--- config.mk ---
export PLATFORM = sky130hd
export DESIGN_NAME = clk_gate_ctrl
export DESIGN_NICKNAME = d
export VERILOG_FILES = /design/src/rtl/clk_gate_pkg.sv /design/src/rtl/clk_gate_cell.sv /design/src/rtl/clk_gate_ch.sv /design/src/rtl/clk_gate_ctrl.sv
export SDC_FILE = /design/constraint.sdc
export NUM_CORES = 1
export LEC_CHECK = 0
export CAP_MARGIN = 5
export CORE_MARGIN = 2
export CORE_UTILIZATION = 40
export DETAILED_ROUTE_END_ITERATION = 10
export PLACE_DENSITY_LB_ADDON = 0.15
export SETUP_SLACK_MARGIN = 0.05
export SLEW_MARGIN = 20
export SYNTH_ARGS = -nofsm -noshare
export SYNTH_HDL_FRONTEND = slang
export SYNTH_SLANG_ARGS = --single-unit
--- constraint.sdc ---
create_clock -name clk -period 6.2 [get_ports clk]
set_clock_uncertainty 0.05 [all_clocks]
set_input_delay 1.24 -clock clk [delete_from_list [all_inputs] [get_ports clk]]
set_output_delay 1.24 -clock clk [all_outputs]
set_load 0.1 [all_outputs]
--- src/rtl/clk_gate_pkg.sv ---
// Shared types for the clock-gating controller: per-channel FSM states and
// the wake-counter width (enough for a wake latency of up to 15 cycles).
package clk_gate_pkg;
  typedef enum logic [1:0] {CG_ON, CG_COUNT, CG_GATED, CG_WAKE} cg_state_e;
  localparam int WCNT_W = $clog2(16);
endpackage

--- src/rtl/clk_gate_cell.sv ---
// Behavioural model of the library integrated clock-gating cell: the enable is
// latched while clk is low, so it only affects the next full high phase.
module clk_gate_cell #(
  parameter int DRIVE = 4
) (
  input  logic clk,
  input  logic en,
  input  logic te,
  output logic gclk
);
  // DRIVE selects the library variant; a zero-drive cell would never pass a clock.
  localparam logic DRV_OK = (DRIVE > 0);

  logic en_l;

  always_latch begin
    if (!clk) en_l = en | te;
  end

  assign gclk = clk & en_l & DRV_OK;
endmodule

--- src/rtl/clk_gate_ch.sv ---
// One gating channel: idle counting, gate decision, timed wake-up with a
// single-cycle acknowledge. All outputs are registered.
module clk_gate_ch
  import clk_gate_pkg::*;
#(
  parameter int IDLE_W   = 8,
  parameter int WAKE_LAT = 2
) (
  input  logic              clk,
  input  logic              rst,
  input  logic              force_on,
  input  logic              busy,
  input  logic              wake_req,
  input  logic [IDLE_W-1:0] idle_thresh,
  output logic              clk_en,
  output logic              gated,
  output logic              wake_ack
);
  localparam logic [WCNT_W-1:0] WAKE_LAST = WCNT_W'(WAKE_LAT - 1);

  cg_state_e          state_q, state_d;
  logic [IDLE_W-1:0]  cnt_q, cnt_d;
  logic [WCNT_W-1:0]  wcnt_q, wcnt_d;
  logic               clk_en_q, clk_en_d;
  logic               gated_q, gated_d;
  logic               wake_ack_q, wake_ack_d;

  always_comb begin
    state_d    = state_q;
    cnt_d      = cnt_q;
    wcnt_d     = wcnt_q;
    wake_ack_d = 1'b0;
    if (force_on) begin
      state_d = CG_ON;
      cnt_d   = '0;
      wcnt_d  = '0;
    end else begin
      case (state_q)
        CG_ON: begin
          cnt_d = '0;
          if (!busy && idle_thresh != '0) begin
            state_d = CG_COUNT;
            cnt_d   = IDLE_W'(1);
          end
        end
        CG_COUNT: begin
          if (busy || idle_thresh == '0) begin
            state_d = CG_ON;
            cnt_d   = '0;
          end else if (cnt_q >= idle_thresh) begin
            // >= keeps the count saturated if the threshold drops mid-count
            state_d = CG_GATED;
          end else begin
            cnt_d = cnt_q + IDLE_W'(1);
          end
        end
        CG_GATED: begin
          if (wake_req || busy) begin
            state_d = CG_WAKE;
            wcnt_d  = '0;
          end
        end
        CG_WAKE: begin
          if (wcnt_q == WAKE_LAST) begin
            state_d    = CG_ON;
            wcnt_d     = '0;
            cnt_d      = '0;
            wake_ack_d = 1'b1;
          end else begin
            wcnt_d = wcnt_q + WCNT_W'(1);
          end
        end
        default: state_d = CG_ON;
      endcase
    end
    clk_en_d = (state_d != CG_GATED);
    gated_d  = (state_d == CG_GATED);
  end

  always_ff @(posedge clk) begin
    if (rst) begin
      state_q    <= CG_ON;
      cnt_q      <= '0;
      wcnt_q     <= '0;
      clk_en_q   <= 1'b1;
      gated_q    <= 1'b0;
      wake_ack_q <= 1'b0;
    end else begin
      state_q    <= state_d;
      cnt_q      <= cnt_d;
      wcnt_q     <= wcnt_d;
      clk_en_q   <= clk_en_d;
      gated_q    <= gated_d;
      wake_ack_q <= wake_ack_d;
    end
  end

  assign clk_en   = clk_en_q;
  assign gated    = gated_q;
  assign wake_ack = wake_ack_q;
endmodule

--- src/rtl/clk_gate_ctrl.sv ---
// Multi-channel automatic clock-gating controller: one independent FSM channel
// plus one library gating cell per clock branch; test enable bypasses the gates.
module clk_gate_ctrl
  import clk_gate_pkg::*;
#(
  parameter int N_CH     = 4,
  parameter int IDLE_W   = 8,
  parameter int WAKE_LAT = 2,
  parameter int DRIVEN   = 4
) (
  input  logic                   clk,
  input  logic                   rst,
  input  logic                   tst_en,
  input  logic [N_CH*IDLE_W-1:0] cfg_idle_thresh,
  input  logic [N_CH-1:0]        cfg_force_on,
  input  logic [N_CH-1:0]        busy,
  input  logic [N_CH-1:0]        wake_req,
  output logic [N_CH-1:0]        wake_ack,
  output logic [N_CH-1:0]        clk_en,
  output logic [N_CH-1:0]        gated,
  output logic [N_CH-1:0]        clkg
);
  for (genvar g = 0; g < N_CH; g++) begin : g_ch
    clk_gate_ch #(
      .IDLE_W  (IDLE_W),
      .WAKE_LAT(WAKE_LAT)
    ) u_ch (
      .clk        (clk),
      .rst        (rst),
      .force_on   (cfg_force_on[g]),
      .busy       (busy[g]),
      .wake_req   (wake_req[g]),
      .idle_thresh(cfg_idle_thresh[g*IDLE_W +: IDLE_W]),
      .clk_en     (clk_en[g]),
      .gated      (gated[g]),
      .wake_ack   (wake_ack[g])
    );

    clk_gate_cell #(
      .DRIVE(DRIVEN)
    ) u_icg (
      .clk (clk),
      .en  (clk_en[g]),
      .te  (tst_en),
      .gclk(clkg[g])
    );
  end
endmodule
# Word level (Yosys, flattened, before mapping)
# Cells that the tools add are included.
# word_totals
rom_bits	0
elab_cells	208
latch_bits	4
inputBits	47
n_memories	0
output_inout_bits	16
register_bits	68
mem_bits_rw	0
# op_classes
shifts	0
n_reduce_logical	52
n_eq_ne	36
order_cmp	4
bitwise_logic	12
addsub	8
mux	68
div_mod_pow	0
n_mul	0
# op_table
op	n
$mux 8	12
$pmux 8 s3	4
$mux 2	24
$add 8x1->8 const B	4
$ge 8x8->1	4
$logic_not 8->1	4
$mux 4	8
$pmux 2 s4	4
$pmux 4 s2	4
$reduce_bool 8->1	4
$eq 2x2->1 const B	12
$add 4x1->4 const B	4
$eq 4x1->1 const B	4
$ne 2x1->1 const B	8
$mux 1	12
$ne 3x2->1 const B	4
$reduce_and 3->1	4
$reduce_bool 3->1	4
$reduce_or 3->1	4
$eq 2x1->1 const B	4
$logic_not 2->1	4
$logic_or 1x1->1	8
$ne 2x2->1 const B	4
$reduce_and 2->1	4
other kinds (7)	28

# Logic depth before layout (Yosys ltp)
# Gate-level depths: netlist (run 1).
# depth
depth_word	6
mapped_depth	8
ltp_nobuf	7

# Hierarchy
# Synthesis (run 1) repeated with hierarchy kept, for this count alone.
# unflattened
hier_cells	519
hier_area_um2	4411.7
# by_module_without_submodules
mod	n_inst	cells_per_inst	area_each_um2	seq_area_each_um2
clk_gate_ch at g_ch[0].u_ch ...	2	127	1081.0	340.3
clk_gate_ch at g_ch[1].u_ch	1	127	1074.8	340.3
clk_gate_ch at g_ch[3].u_ch	1	126	1064.8	340.3
clk_gate_cell	4	3	27.5	0.0

==> impl_metrics.ini, run 1 <==
[layout]
fillers = 1104
finalInstanceArea_um2 = 5580
nets = 676
regArea_um2 = 1420
area.growth.synth_to_final_pct = 22.1
multi_input_area_um2 = 2790
diodes = 0
drive_gt1_share_pct = 9.68

[grt]
grt.overflow.total = 0
grt_max_degree = 15
grt_pass1_wl_um = 17400
grt_pass1_vias = 3899
antenna_found_initial = 0
grt_use_total_pct = 17.5

[synthesis]
synthCells = 536
synth_flop_cell = dfxtp_1
yosysWarnings = 0
syn_avg_cell_area_um2 = 8.53
synth_seq_cells = 72
synth_top_area_share_pct = 29.8
synth_common_cells = dfxtp_1 (68), inv_1 (47), ha_1 (44)
async_reset_ff_share_pct = 0
synth-edff-count = 0
ys_top_cells_by_area = dfxtp_1 (30%), ha_1 (12%), a21oi_1 (4.4%)
syn-num-nets = 627
ys_types = 72
yosys.area.top_type = dfxtp_1
synth_most_common_cell = dfxtp_1
synth_area_um2 = 4570

[drt]
via_per_inst = 5.41
drtPass1Iterations = 4
wl_per_cell_um = 13.7
routed-via-count = 3958
detail_route.wirelength_um = 10000
drt_first_iter_violations = 174
ant_nets = 0
drc = 0

[critical_path]
critPathTopFamily = buffers and inverters
cp.depth = 2
crit_type = latch to output pin
max_stage_delay_ns = 0.56
critical_path.slowest_cell = clkdlybuf4s15_2
path_buf_inv = 1
r2r_cells = 1
cp-start-kind = latch
cp.required_ns = 4.91
path_max_fanout = 1
cp.arrival_ns = 4.67
cp_cell_sequence = and2_1 > clkdlybuf4s15_2
crit_path_end_kind = output pin

[outcome]
status = complete, no violations

[clock_tree]
clkLatencyLatePin_ns = 0.44
cts_resized = 12
cts_hold_buf = 0
tritoncts = built
cts_setup_buffers = 0
clk_pin_slew_worst_paths_ns = 0.06

[die]
die_h_um = 111
start_util_pct = 40.5
core_area_um2 = 11300
die_x_um = 111
row_count = 39
io_pins = 63
die-area_um2 = 12300

[power_and_ir_drop]
p_per_area_nw_per_um2 = 261
p_leak_uw = 0.00215
total_power_uw = 1450
irDropWorstVdd_mv = 0.456

[hold_path]
hp-class = flip-flop to flip-flop
min_path_cells = 2

[sta]
rsz0062_at_grt = false
tns_ns = 0
setup_viol = 0
tightest_slew_ns = 1.00
slew-limit-headroom_pct = 33.1
maxSlewViolCount = 0
hold_viol = 0

[flow_run]
drv_cap = 0

[placed_design]
port_buffers = 62
globalplace.congestion = 0.853
dpl.hpwl_um = 7610
placed_area_um2 = 5190
-- cell usage in the layout, fill, tap and decap left out, types with 8 or more instances in the layout --
master and count:
inv_1 47, a21oi_1 40, nand2b_1 13, ha_1 44
dfxtp_1 68, nand3_1 19, clkdlybuf4s50_1 58, or3_1 12
mux2i_1 8, nand2_1 34, o21ai_0 22, nor3_1 9
nand4_1 14, or2_2 8, and2_1 9, clkbuf_16 13
a211oi_1 8, nor2_1 36
-- per-layer routing --
| layer | part of all wire (%) | track usage (%) | up-vias |
|---|---|---|---|
| met5 | 0 | 0 | - |
| met4 | 1.6 | 8.17 | 0 |
| met3 | 5.8 | 6.94 | 17 |
| met2 | 48 | 28.2 | 84 |
| met1 | 45 | 20.4 | 1824 |
| li1 | - | - | 2033 |
-- stage by stage --
step / utilization [%] / setup WS, ns / cells / hold WS [ns]
final: 49.5 / 0.245 / 732 / 0.426
after global routing: 49.5 / 0.170 / 732 / 0.444
after CTS: 49.5 / 0.221 / 732 / 0.432
after detailed placement: 46.0 / 0.214 / 713 / 0.422
after global placement: 46.0 / 0.223 / 713 / 0.413
after floorplan: - / 1.06 / 536 / 0.396
-- power by group --
group | leakage (uW) | internal [uW] | total, uW | switching [uW]
Sequential | 0.000583 | 457 | 462 | 4.58
Combinational | 0.00135 | 43.7 | 80.9 | 37.2
Clock | 0.000220 | 471 | 912 | 441
-- layout make-up --
class,instances,share of cell area (%)
multi-input combinational,389,50.0
timing repair buffer,58,10.4
clock buffer,23,7.76
inverter,47,3.16
tap,143,3.21
sequential,72,25.5
-- path summary, 6_finish.rpt --
path	to	slack [ns]	from
hold reg to reg	g_ch[0].u_ch.cnt_q[7]	0.43	g_ch[0].u_ch.cnt_q[7]
setup reg to reg	g_ch[2].u_icg.en_l	2.50	g_ch[2].u_ch.clk_en
setup / recovery	clkg[3]	0.24	g_ch[3].u_icg.en_l
hold / removal	g_ch[0].u_ch.cnt_q[7]	0.43	g_ch[0].u_ch.cnt_q[7]
-- registers in the layout, indices dropped and copies added, names as in the netlist --
signal,cells
g_ch.u_icg.en_l,4
g_ch.u_ch.state_q,8
g_ch.u_ch.wcnt_q,16
g_ch.u_ch.gated,4
g_ch.u_ch.clk_en,4
g_ch.u_ch.cnt_q,32
g_ch.u_ch.wake_ack,4
-- kinds of logic (layout without fill, tap and decap cells) --
family	count (synthesis)	in the layout	share of synthesized area (%)
AO/OA/AOI/OAI	139	139	22.6
XOR/XNOR	7	7	1.34
adder cells (fa/ha/maj)	44	44	12.0
buffers and inverters	75	128	7.83
flip-flops	68	68	29.8
latches	4	4	1.31
multiplexers	8	8	1.75
AND/OR/NAND/NOR	191	191	23.3
No activity file was read; power rests on OpenSTA's default activity.
==> run 2: changes to the inputs <==
Settings changed: CORE_ASPECT_RATIO set to 0.75, GPL_TIMING_DRIVEN set to 0.
==> impl_metrics.ini, run 2 (same netlist as run 1, synthesis figures left out) <==
[critical_path]
cp_cell_sequence = and2_1 > buf_4 > clkdlybuf4s15_2
cp.required_ns = 4.91
max_stage_delay_ns = 0.54
r2r_end = g_ch[1].u_icg.en_l
worstReg2RegStart = g_ch[1].u_ch.clk_en
r2r_cells = 1
critPathCapture = clkg[2]
crit_type = latch to output pin
timing.critical_path.from = g_ch[2].u_icg.en_l
crit_path_end_kind = output pin
critical_path.slowest_cell = clkdlybuf4s15_2
ff2ff_setup_slack_ns = 2.51
path_max_fanout = 1
cp-start-kind = latch
cp.arrival_ns = 4.74

[sta]
hold_viol = 0
setup_ws_ns = 0.166
setup_viol = 0
slew-limit-headroom_pct = 34.9
rsz0062_at_grt = false
tightest_slew_ns = 0.973
maxSlewViolCount = 0
tns_ns = 0

[drt]
via_per_inst = 5.34
wl_met1_um = 5240
detail_route.wirelength_um = 10300
drtPass1Iterations = 4
ant_nets = 0
highest_layer = met4
drt_first_iter_violations = 133
met2_wirelength_um = 4380
wl_met3_um = 582
drc = 0
wl_per_cell_um = 13.6
routed-via-count = 4051

[layout]
finalInstanceArea_um2 = 5760
diodes = 0
nets = 704
mostFrequentLayoutCell = dfxtp_1
area.growth.synth_to_final_pct = 26.0
largest-register = g_ch.u_ch.cnt_q
multi_input_area_um2 = 2790
instances_no_fill = 759
largest_reg_flops = 32
drive_gt1_share_pct = 12.8
regArea_um2 = 1420
finish.utilization_pct = 52.2
reg.largest.list = g_ch.u_ch.cnt_q x32, g_ch.u_ch.wcnt_q x16, g_ch.u_ch.state_q x8
final_cell_mix = dfxtp_1 (68), clkdlybuf4s50_1 (58), inv_1 (47)
fillers = 1029

[die]
start_util_pct = 41.5
io_pins = 63
row_count = 33
die_x_um = 127
core_area_um2 = 11000
die-area_um2 = 12300
die_h_um = 96.6

[placed_design]
globalplace.congestion = 0.806
place_worst_setup_slack_ns = 0.0894
placed_area_um2 = 5370
port_buffers = 62
dpl.hpwl_um = 7930
dp.cells = 738

[power_and_ir_drop]
p_per_area_nw_per_um2 = 259
irDropWorstVdd_mv = 0.170
p_leak_uw = 0.00227

[clock_tree]
cts_resized = 12
cts_setup_buffers = 0
tritoncts = built
cts_hold_buf = 0
clkLatencyLatePin_ns = 0.44
clk_pin_slew_worst_paths_ns = 0.05

[outcome]
status = complete, no violations

[grt]
antenna_found_initial = 0
grt_max_degree = 12
grt_use_total_pct = 17.9
grt_pass1_wl_um = 17600
grt_pass1_vias = 3896
grt.overflow.total = 0

[hold_path]
hp-class = flip-flop to flip-flop
min_path_cells = 2

[flow_run]
drv_cap = 0
run 2: changes by cell type in the layout (fill, tap and decap cells not counted), sizes merged:
cell    previous run  this run
clkbuf            19        23
clkinv             0         3
bufinv             0         1
buf                0        22
run 2: final cells by class:
cell class                      instances  share of cell area (%)
Multi-Input combinational cell        389                    48.5
Buffer                                 28                    3.15
Sequential cell                        72                    24.7
Clock inverter                          4                   0.782
Inverter                               47                    3.06
Clock buffer                           21                    6.69
Timing Repair Buffer                   58                    10.1
Tap cell                              140                    3.04
run 2: worst min-delay path by stage:
stage | startpoint | to | slack (ns)
5_1_grt | g_ch[0].u_ch.cnt_q[7] | g_ch[0].u_ch.cnt_q[7] | 0.44
6_report | g_ch[0].u_ch.cnt_q[7] | g_ch[0].u_ch.cnt_q[7] | 0.43
4_1_cts | g_ch[0].u_ch.cnt_q[7] | g_ch[0].u_ch.cnt_q[7] | 0.43
3_5_place_dp | g_ch[0].u_ch.cnt_q[7] | g_ch[0].u_ch.cnt_q[7] | 0.42
2_1_floorplan | g_ch[0].u_ch.cnt_q[7] | g_ch[0].u_ch.cnt_q[7] | 0.40
3_3_place_gp | g_ch[2].u_ch.cnt_q[7] | g_ch[2].u_ch.cnt_q[7] | 0.41
run 2: metrics by stage:
step	hold slack [ns]	power (uW)
finish	0.427	1490
global route	0.443	1550
CTS	0.428	1510
detailed placement	0.418	862
global placement	0.412	860
floorplan	0.396	770
run 2: report_power, final:
group	internal [uW]	leakage [uW]	switching, uW
combinational	44.8	0.00145	40.8
clock	502	0.000238	445
sequential	457	0.000583	2.45
run 2: critical path, delay by kind of cell (launching register included):
| family | cells | cell delay, ns |
|---|---|---|
| simple gates | 1 | 0.13 |
| buf+inv | 2 | 0.63 |
| latches | 1 | 0.42 |
run 2: routing by layer:
metal,vias to the layer above,GRT usage (%)
met5,-,0
met4,0,6.96
met3,11,5.89
met2,103,27.2
met1,1841,23.7
li1,2096,-
==> RTL edit, RTL diff (flow settings as in run 2) <==
Add an input register stage for `cfg_idle_thresh`, without a reset; this delays it by one clock. The other inputs are not delayed to match.
--- a/src/rtl/clk_gate_ctrl.sv
+++ b/src/rtl/clk_gate_ctrl.sv
@@ -20,6 +20,13 @@
   output logic [N_CH-1:0]        gated,
   output logic [N_CH-1:0]        clkg
 );
+
+  logic [N_CH*IDLE_W-1:0] cfg_idle_thresh_q;
+
+  always_ff @(posedge clk) begin
+      cfg_idle_thresh_q <= cfg_idle_thresh;
+  end
+
   for (genvar g = 0; g < N_CH; g++) begin : g_ch
     clk_gate_ch #(
       .IDLE_W  (IDLE_W),
@@ -30,7 +37,7 @@
       .force_on   (cfg_force_on[g]),
       .busy       (busy[g]),
       .wake_req   (wake_req[g]),
-      .idle_thresh(cfg_idle_thresh[g*IDLE_W +: IDLE_W]),
+      .idle_thresh(cfg_idle_thresh_q[g*IDLE_W +: IDLE_W]),
       .clk_en     (clk_en[g]),
       .gated      (gated[g]),
       .wake_ack   (wake_ack[g])
Function: not checked (the comparison handles one clock edge and no latches or derived clocks); the edit may change what the design does.
==> RTL edit against run 2 <==
  * Cell area increased by 7.8%
  * Wire length decreased by 1.0%
  * Combinational power decreased by 14%
  * Worst setup slack got worse by 0.011 ns
  * Cell count increased by 6.6%
  * Sequential cell count increased by 32
  * First-iteration DRC count increased by 67%
  * Total power increased by 20%
  * Synthesized area increased by 8.5%
  * Synthesized cell count increased by 4.5%
  * Critical path depth unchanged
  * Sequential share of layout area increased by 8.5 points
==> RTL edit: results (changes against run 2) <==
| Metric | Value |
|---|---|
| Status | `complete, no violations (unchanged)` |
| Setup Buffers After CTS | `0 (unchanged)` |
| Gpl congestion | `0.804 (was 0.806)` |
| Layout Nets | `728 (was 704)` |
| Reg clk slew, reported paths | `0.07 ns (was 0.05 ns)` |
| Initial DRC Count | `222 (was 133)` |
| Synth cell count leaders | `dfxtp_1 (100), inv_1 (48), nor2_1 (47) (was dfxtp_1 (68), inv_1 (47), ha_1 (44))` |
| Slew HR | `34.6% (was 34.9%)` |
| Initial antenna violation count | `0 (unchanged)` |
| Largest registers | `cfg_idle_thresh_q (32), g_ch.u_ch.cnt_q (32), g_ch.u_ch.wcnt_q (16) (was g_ch.u_ch.cnt_q (32), g_ch.u_ch.wcnt_q (16), g_ch.u_ch.state_q (8))` |
| Layout cells sized above 1 | `9.49% (was 12.8%)` |
| Reg-to-reg critical path endpoint | `g_ch[1].u_icg.en_l (unchanged)` |
| Worst Hold Path EP | `g_ch[0].u_ch.wcnt_q[3] (was g_ch[0].u_ch.cnt_q[7])` |
| Dpl ws | `0.123 ns (was 0.0894 ns)` |
| Post-DP HPWL | `7640 um (was 7930 um)` |
| Reg2Reg Launch Point | `g_ch[1].u_ch.clk_en (unchanged)` |
| Top cells by area, synth | `dfxtp_1 (40%), ha_1 (11%), a21oi_1 (4.2%) (was dfxtp_1 (30%), ha_1 (12%), a21oi_1 (4.4%))` |
| WHS | `0.437 ns (was 0.427 ns)` |
| First-pass GRT wire length | `17700 um (was 17600 um)` |
| Diode count | `0 (unchanged)` |
| Syn. warnings | `0 (unchanged)` |
| Worst-case vdd ir drop | `0.151 mV (was 0.170 mV)` |
| Cell depth of the worst hold path | `2 (unchanged)` |
| IO buf count | `62 (unchanged)` |
| Post-synth top flop | `dfxtp_1 (unchanged)` |
| HP Class | `reg -> reg (unchanged)` |
| Final Hold Vio Count | `0 (unchanged)` |
| Lkg Pwr | `2.58 nW (was 2.27 nW)` |
| Wirelength per Cell | `12.6 um (was 13.6 um)` |
| Yosys cell types | `62 (was 72)` |
| Startpoint of the worst hold path | `g_ch[0].u_ch.wcnt_q[3] (was g_ch[0].u_ch.cnt_q[7])` |
| Critical Path Fanout Max | `1 (unchanged)` |
| Worst Path Arrival | `4.75 ns (was 4.74 ns)` |
| Number of global-route vias before repair | `3991 (was 3896)` |
| Post-Syn Nets | `651 (was 627)` |
| Clk_lat worst skew | `0.45 ns` |
| Fillers | `1163 (was 1029)` |
| Worst r2r path cells | `1 (unchanged)` |
| Pre-antenna DRT Iters | `4 (unchanged)` |
| Tot GR Track Use | `16.3% (was 17.9%)` |
| Fraction of registers with async set/reset | `0% (unchanged)` |
| Reg2Reg Setup Slack | `2.50 ns (was 2.51 ns)` |
| Net Switching | `531 uW (was 489 uW)` |
| Vias per Instance | `5.02 (was 5.34)` |
| Largest net degree at the start of global routing | `17 (was 12)` |
RTL edit: cell types whose count changed in the layout (fill, tap and decap cells not counted), sizes merged, moves of 6 or more:
cell | run 2 | this run
xor2 | 2 | 10
mux2i | 8 | 2
dfxtp | 68 | 100
nor2 | 37 | 48
nand2b | 13 | 4
nor2b | 4 | 10
or4 | 8 | 0
RTL edit: metal layers:
metal	up-vias	track usage, %	share of wire [%]
met1	1880	20.9	50
met4	0	6.53	1.2
met2	64	25.9	45
met3	8	4.85	4.0
li1	2108	-	-
met5	-	0	0
RTL edit: critical path, cell delays in order, from the launching register on:
cell and delay [ns]:
dlxtn_1 0.40, and2_1 0.14, buf_4 0.10, clkdlybuf4s15_2 0.54
RTL edit: power groups by stage:
stage	combinational, mW	clock (mW)	sequential (mW)
after floorplan	0.0335	0.261	0.696
after global placement	0.0722	0.307	0.698
after detailed placement	0.0740	0.307	0.698
after CTS	0.0746	1.06	0.683
after global routing	0.0833	1.09	0.684
final	0.0737	1.03	0.683
RTL edit: worst max path at each step:
stage                       startpoint      end  slack [ns]  cells past startpoint
floorplan           g_ch[1].u_icg.en_l  clkg[1]        1.06                      2
global placement    g_ch[3].u_icg.en_l  clkg[3]        0.13                      3
detailed placement  g_ch[3].u_icg.en_l  clkg[3]        0.12                      3
CTS                 g_ch[3].u_icg.en_l  clkg[3]        0.12                      3
global route        g_ch[3].u_icg.en_l  clkg[3]        0.08                      3
finish              g_ch[3].u_icg.en_l  clkg[3]        0.16                      3
RTL edit: cell type report:
class	count	area (um^2)	share of cell area (%)
Buffer	23	148	2.38
Clock buffer	23	424	6.83
Clock inverter	2	37.5	0.605
Inverter	48	180	2.90
Multi-Input combinational cell	385	2570	41.4
Sequential cell	104	2060	33.2
Tap cell	166	208	3.35
Timing Repair Buffer	58	581	9.35
RTL edit: cell families after synthesis:
kind of cell	after synthesis	share of synthesized area [%]
AO/OA/AOI/OAI	126	16.5
multiplexers	3	0.631
adder cells (fa/ha/maj)	44	11.1
buffers and inverters	71	6.61
flip-flops	100	40.4
latches	4	1.21
XOR/XNOR	12	2.12
AND/OR/NAND/NOR	200	21.5
RTL edit: timing repair:
action	in CTS	in global routing
endpoints found under the setup margin	8	0
resized for setup	12	0
endpoints found under the hold margin	0	0
RTL edit: stage by stage:
step                cell area, um^2  std cells
floorplan                      4960        560
global placement               5790        788
detailed placement             5790        788
CTS                            6210        809
global route                   6210        809
finish                         6210        809
